## src/rtl/ir_fetch_decode_pkg.sv

```systemverilog
// Shared types for the fetch/decode front end: the control word handed to iq,
// plus RV32I opcode constants and the fetch FSM state encoding.
package tomasula_types;

    typedef enum logic [2:0] {
        LUI,
        AUIPC,
        JAL,
        JALR,
        BRANCH,
        LOAD,
        STORE,
        ARITH
    } op_t;

    typedef struct packed {
        op_t         op;
        logic [31:0] pc;
        logic [4:0]  rd;
        logic [2:0]  funct3;
        logic        funct7;
        logic [4:0]  src1_reg;
        logic        src1_valid;
        logic [4:0]  src2_reg;
        logic        src2_valid;
        logic [31:0] src2_data;
    } ctl_word;

endpackage

package rv32i_types;

    localparam logic [6:0] OPC_LUI    = 7'b0110111;
    localparam logic [6:0] OPC_AUIPC  = 7'b0010111;
    localparam logic [6:0] OPC_JAL    = 7'b1101111;
    localparam logic [6:0] OPC_JALR   = 7'b1100111;
    localparam logic [6:0] OPC_BRANCH = 7'b1100011;
    localparam logic [6:0] OPC_LOAD   = 7'b0000011;
    localparam logic [6:0] OPC_STORE  = 7'b0100011;
    localparam logic [6:0] OPC_OPIMM  = 7'b0010011;
    localparam logic [6:0] OPC_OP     = 7'b0110011;

    typedef enum logic [1:0] {
        FETCH,
        ISSUE,
        DRAIN
    } fsm_state_t;

endpackage

```

## src/rtl/ir_fetch_decode_decoder.sv

```systemverilog
// Combinational RV32I decoder: one instruction word and its PC in, one
// control word and an illegal-opcode flag out.
module rv32i_decoder
    import tomasula_types::*;
    import rv32i_types::*;
(
    input  logic [31:0] instr,
    input  logic [31:0] pc,
    output ctl_word     cw,
    output logic        illegal
);

    logic [31:0] imm_i;
    logic [31:0] imm_s;
    logic [31:0] imm_b;
    logic [31:0] imm_u;
    logic [31:0] imm_j;

    assign imm_i = {{20{instr[31]}}, instr[31:20]};
    assign imm_s = {{20{instr[31]}}, instr[31:25], instr[11:7]};
    assign imm_b = {{19{instr[31]}}, instr[31], instr[7], instr[30:25], instr[11:8], 1'b0};
    assign imm_u = {instr[31:12], 12'b0};
    assign imm_j = {{11{instr[31]}}, instr[31], instr[19:12], instr[20], instr[30:21], 1'b0};

    always_comb begin
        cw            = '0;
        cw.op         = ARITH;
        cw.pc         = pc;
        cw.rd         = instr[11:7];
        cw.funct3     = instr[14:12];
        cw.funct7     = instr[30];
        cw.src1_reg   = instr[19:15];
        cw.src2_reg   = instr[24:20];
        cw.src1_valid = 1'b0;
        cw.src2_valid = 1'b0;
        cw.src2_data  = 32'h0;
        illegal       = 1'b0;

        case (instr[6:0])
            OPC_LUI: begin
                cw.op        = LUI;
                cw.src2_data = imm_u;
            end
            OPC_AUIPC: begin
                cw.op        = AUIPC;
                cw.src2_data = imm_u;
            end
            OPC_JAL: begin
                cw.op        = JAL;
                cw.src2_data = imm_j;
            end
            OPC_JALR: begin
                cw.op         = JALR;
                cw.src1_valid = 1'b1;
                cw.src2_data  = imm_i;
            end
            OPC_BRANCH: begin
                cw.op         = BRANCH;
                cw.rd         = 5'd0;
                cw.src1_valid = 1'b1;
                cw.src2_valid = 1'b1;
                cw.src2_data  = imm_b;
            end
            OPC_LOAD: begin
                cw.op         = LOAD;
                cw.src1_valid = 1'b1;
                cw.src2_data  = imm_i;
            end
            OPC_STORE: begin
                cw.op         = STORE;
                cw.rd         = 5'd0;
                cw.src1_valid = 1'b1;
                cw.src2_valid = 1'b1;
                cw.src2_data  = imm_s;
            end
            OPC_OPIMM: begin
                cw.op         = ARITH;
                cw.src1_valid = 1'b1;
                cw.src2_data  = imm_i;
            end
            OPC_OP: begin
                cw.op         = ARITH;
                cw.src1_valid = 1'b1;
                cw.src2_valid = 1'b1;
            end
            default: begin
                cw      = '0;
                illegal = 1'b1;
            end
        endcase
    end

endmodule

```

## src/rtl/ir_fetch_decode.sv

```systemverilog
// Fetch/decode front end: owns the PC, fetches one word at a time, decodes it
// and holds the control word for iq until acknowledged; branch redirects win.
//
// state | meaning
// FETCH | read request up at PC, waiting for imem_resp
// ISSUE | control word offered to iq (ld_iq=1), waiting for ack_o
// DRAIN | redirected mid-fetch; swallow the stale response, PC already updated
module ir_fetch_decode
    import tomasula_types::*;
    import rv32i_types::*;
#(
    parameter logic [31:0] PC_RESET = 32'h4000_0000
) (
    input  logic        clk,
    input  logic        rst,
    output logic [31:0] imem_address,
    output logic        imem_read,
    input  logic [31:0] imem_rdata,
    input  logic        imem_resp,
    output logic        ld_iq,
    output ctl_word     control_word,
    input  logic        ack_o,
    input  logic        flush_i,
    input  logic [31:0] flush_pc,
    output logic        illegal_o
);

    localparam logic [31:0] ALIGN_MASK = 32'hFFFF_FFFC;

    fsm_state_t  state_q, state_d;
    logic [31:0] pc_q, pc_d;
    ctl_word     cw_q, cw_d;
    logic        illegal_q, illegal_d;

    ctl_word     dec_cw;
    logic        dec_illegal;
    logic [31:0] pc_next;
    logic [31:0] redirect_pc;

    rv32i_decoder u_decoder (
        .instr   (imem_rdata),
        .pc      (pc_q),
        .cw      (dec_cw),
        .illegal (dec_illegal)
    );

    assign pc_next     = pc_q + 32'd4;
    assign redirect_pc = flush_pc & ALIGN_MASK;

    always_comb begin
        state_d   = state_q;
        pc_d      = pc_q;
        cw_d      = cw_q;
        illegal_d = 1'b0;

        case (state_q)
            FETCH: begin
                if (flush_i) begin
                    pc_d = redirect_pc;
                    if (!imem_resp) state_d = DRAIN;
                end else if (imem_resp) begin
                    if (dec_illegal) begin
                        illegal_d = 1'b1;
                        pc_d      = pc_next;
                    end else begin
                        cw_d    = dec_cw;
                        state_d = ISSUE;
                    end
                end
            end
            ISSUE: begin
                // iq may already have taken the word on a flush+ack cycle; it discards it
                if (flush_i) begin
                    pc_d    = redirect_pc;
                    state_d = FETCH;
                end else if (ack_o) begin
                    pc_d    = pc_next;
                    state_d = FETCH;
                end
            end
            DRAIN: begin
                if (flush_i) begin
                    pc_d = redirect_pc;
                end else if (imem_resp) begin
                    state_d = FETCH;
                end
            end
            default: state_d = FETCH;
        endcase
    end

    always_ff @(posedge clk) begin
        if (rst) begin
            state_q   <= FETCH;
            pc_q      <= PC_RESET & ALIGN_MASK;
            cw_q      <= '0;
            illegal_q <= 1'b0;
        end else begin
            state_q   <= state_d;
            pc_q      <= pc_d;
            cw_q      <= cw_d;
            illegal_q <= illegal_d;
        end
    end

    assign imem_address = pc_q & ALIGN_MASK;
    assign imem_read    = !rst && (state_q == FETCH || state_q == DRAIN);
    assign ld_iq        = (state_q == ISSUE);
    assign control_word = cw_q;
    assign illegal_o    = illegal_q;

endmodule

```

## config.mk

```make
export PLATFORM = sky130hd
export DESIGN_NAME = ir_fetch_decode
export DESIGN_NICKNAME = d
export VERILOG_FILES = /design/src/rtl/ir_fetch_decode_pkg.sv /design/src/rtl/ir_fetch_decode_decoder.sv /design/src/rtl/ir_fetch_decode.sv
export SDC_FILE = /design/constraint.sdc
export NUM_CORES = 1
export LEC_CHECK = 0
export ABC_AREA = 0
export BUFFER_PORTS_ARGS = -buffer_cell sky130_fd_sc_hd__buf_2
export CAP_MARGIN = 25
export CORE_AREA = 3 3 107 109
export CTS_CLUSTER_SIZE = 40
export DETAILED_ROUTE_END_ITERATION = 7
export DIE_AREA = 0 0 110 112
export PLACE_DENSITY_LB_ADDON = 0.2
export SLEW_MARGIN = 0
export SYNTH_ARGS = -nofsm -noshare
export SYNTH_HDL_FRONTEND = slang
export SYNTH_SLANG_ARGS = --single-unit
export TNS_END_PERCENT = 10
```

## constraint.sdc

```tcl
create_clock -name clk -period 3.3 [get_ports clk]
set_clock_uncertainty 0.1 [all_clocks]
set_input_delay 0.165 -clock clk [delete_from_list [all_inputs] [get_ports clk]]
set_output_delay 0.165 -clock clk [all_outputs]
set_load 0.01 [all_outputs]
```

==> impl_metrics.ini <==
[outcome]
status = completed

[timing]
final_hold_viol_count = 0
slew_viol_final = 0
fin_tns_setup_ps = 0
fin_crit_ps = 2700
tightest_slew_ps = 926
post-route-period-util = 0.819
clock.fmax_ghz = 0.370
slew_headroom = 0.383
rsz0062_at_grt = false
setup_viol = 0

[detailed_routing]
dr.pass1.iters = 5
routed_wire_length_per_instance_um = 17.1
vias_per_cell = 5.84
route.vias.total = 6139
post-route-drc-count = 0
finalWirelength_um = 18000
drt_iter0_drc = 543
ant_nets = 0

[logic_synthesis]
synth_warnings = 0
yosysTopAreaCell = dfxtp_1
syn-cell-area_um2 = 5780
synth_flop_cell = dfxtp_1
synth-seq-cells = 119
netlist_instances = 710
yosys.area.top_type_share = 0.412
synth-edff-count = 0
async_flop_share = 0
synth.area.top_cells = dfxtp_1 41%, a21oi_1 9.2%, nand2_1 8.8%, buf_4 5.7%, o2bb2ai_1 2.9%
postSynthAreaPerCell_um2 = 8.15
yosysUniqueCellTypes = 75
yosysSeqAreaShare = 0.412

[flow_run]
max_cap_viol_count = 0

[pwr]
switching_power_w = 0.000978
seqPwrFrac = 0.405
ir_drop_mv = 0.385
leakage_nw = 3.15
power_w = 0.00378
pwr-share-comb = 0.105
powerDensity_nw_per_um2 = 497
intPower_w = 0.00280
switching_share = 0.259
clockPowerShare = 0.490

[clock_network]
clock_sinks = 119
htreeDepth = 4
cts_tree = yes
cts_root_buf = clkbuf_8
clock_latency_ps = 520
ctsLongestPathBuffers = 2
ctsResizeCount = 0
cts_inserted_buffers = 17
path_clk_slew_ps = 60

[worst_setup_path]
worst-setup-path-type = in -> reg
cp.required_ps = 3660
r2r_cells = 5
cp_max_fo = 18
cp.arrival_ps = 3060
start_kind = primary input
end_kind = flop

[global_route]
antenna_found_initial = 0
grt.overflow.total = 0
grt_pass1_vias = 5862
track_usage = 0.290
grt_max_degree = 52
grt_pass1_wl_um = 28700

[hold_path]
hold_class = in -> reg
holdPathStages = 4

[final_layout]
final_area_um2 = 7620
fin_nets = 969
layoutNonFillerInstCount = 1052
area_growth_pct = 31.7
diodes = 0
multiInputGateArea_um2 = 2840
nFillCells = 855
seqCellArea_um2 = 2380
final_util = 0.712
drive_gt1_frac = 0.280

[placed_design]
routabilityCongestion = 0.880
dp_cells = 962
dp_hpwl_um = 11900
dpl_cell_area_um2 = 6440
port_buffers = 185

[die]
die_area_um2 = 12300
rows = 38
die_x_um = 110
start_util = 0.541
core_um2 = 10700
die_y_um = 112
io_pins = 192
==> power by group through the flow <==
stage          registers (W)  logic, W  clock network [W]
6_report             0.00153  0.000399            0.00185
5_1_grt              0.00154  0.000433            0.00193
4_1_cts              0.00153  0.000392            0.00186
3_5_place_dp         0.00156  0.000336                  0
3_3_place_gp         0.00156  0.000328                  0
2_1_floorplan        0.00154  0.000257                  0
==> path summary, 6_finish.rpt <==
check | slack (ps) | endpoint | startpoint
setup / recovery | 600 | state_q[0] | imem_rdata[3]
hold / removal | 30 | control_word[32] | imem_rdata[1]
setup reg to reg | 940 | pc_q[21] | pc_q[13]
hold reg to reg | 350 | control_word[56] | control_word[56]
==> kinds of logic (layout without fill, tap and decap cells) <==
group                    Yosys count  in the layout  synth area share
multiplexers                       2              2           0.00389
AO/OA/AOI/OAI                    224            224             0.256
AND/OR/NAND/NOR                  264            264             0.220
other                              1              4          0.000648
buffers and inverters             97            296             0.101
flip-flops                       119            119             0.412
adder cells (fa/ha/maj)            3              3           0.00563
==> stage by stage <==
stage               setup WS, ps  hold slack (ps)
global route                 374             34.5
CTS                          646             16.5
global placement             687              320
detailed placement           593              328
finish                       599             30.6
floorplan                   1350              155
==> placed cells by master, fill, tap and decap left out, drive strengths merged, types with 4 or more instances in the layout <==
cell         count
and3             5
o2bb2ai         19
dlygate4sd3     58
clkinvlp         4
buf            196
nand2          135
a32o             4
o21ai           16
a22oi            6
o32ai           10
a22o             4
nor4             6
conb             4
clkbuf          17
dfxtp          119
nor3            13
and2             7
nand4            7
a211oi           9
inv             12
clkinv           6
nor2            36
o21a             4
o31ai            5
a21oi          107
o31a             5
a21o             7
nand3           34
==> timing repair <==
item	CTS	global route
endpoints found under the hold margin	81	0
setup buffers	0	0
hold buffers	58	0
==> routing by layer <==
| metal | vias to the layer above | GRT usage | routed length [um] |
|---|---|---|---|
| met5 | - | 0 | 0 |
| met1 | 2892 | 0.340 | 7010 |
| met2 | 309 | 0.493 | 8990 |
| li1 | 2887 | - | - |
| met4 | 0 | 0.117 | 508 |
| met3 | 51 | 0.0812 | 1520 |
==> critical path: stages <==
cell,delay (ps)
dlygate4sd3_1,540
buf_2,180
nor4bb_2,300
and2_1,620
o311ai_0,240
a2111oi_0,420
dlygate4sd3_1,600
==> sequential cells by signal, summed over array words and instances (netlist names) <==
register,flops
illegal_o,1
state_q,2
pc_q,30
control_word,86
==> cells in the mapped netlist, types with 2 or more instances <==
library cell    n
nand2_1       135
dfxtp_1       119
a21oi_1       106
buf_4          44
nor2_1         34
nand3_1        33
clkbuf_1       27
o2bb2ai_1      19
o21ai_0        15
nor3_1         11
inv_1          10
o32ai_1        10
buf_2           9
a211oi_1        8
a21o_1          7
and2_1          7
nand4_1         7
a22oi_1         6
buf_6           6
and3_1          5
o31a_1          5
o31ai_1         5
a22o_1          4
a32o_1          4
o21a_1          4
a31o_2          3
a31oi_1         3
nand2b_1        3
nor4_1          3
or2_2           3
maj3_1          2
mux2_2          2
nand4b_1        2
nand4bb_1       2
nor2b_1         2
nor3_2          2
nor4_2          2
nor4b_1         2
o211ai_1        2
o221a_2         2
==> layout make-up <==
class,count,share of cell area
Timing Repair Buffer,254,0.209
Multi-Input combinational cell,497,0.373
Clock inverter,15,0.0235
Clock buffer,17,0.0544
Tap cell,140,0.0230
Inverter,10,0.00493
Sequential cell,119,0.313
Note: power is estimated with default switching activity, not from simulation.
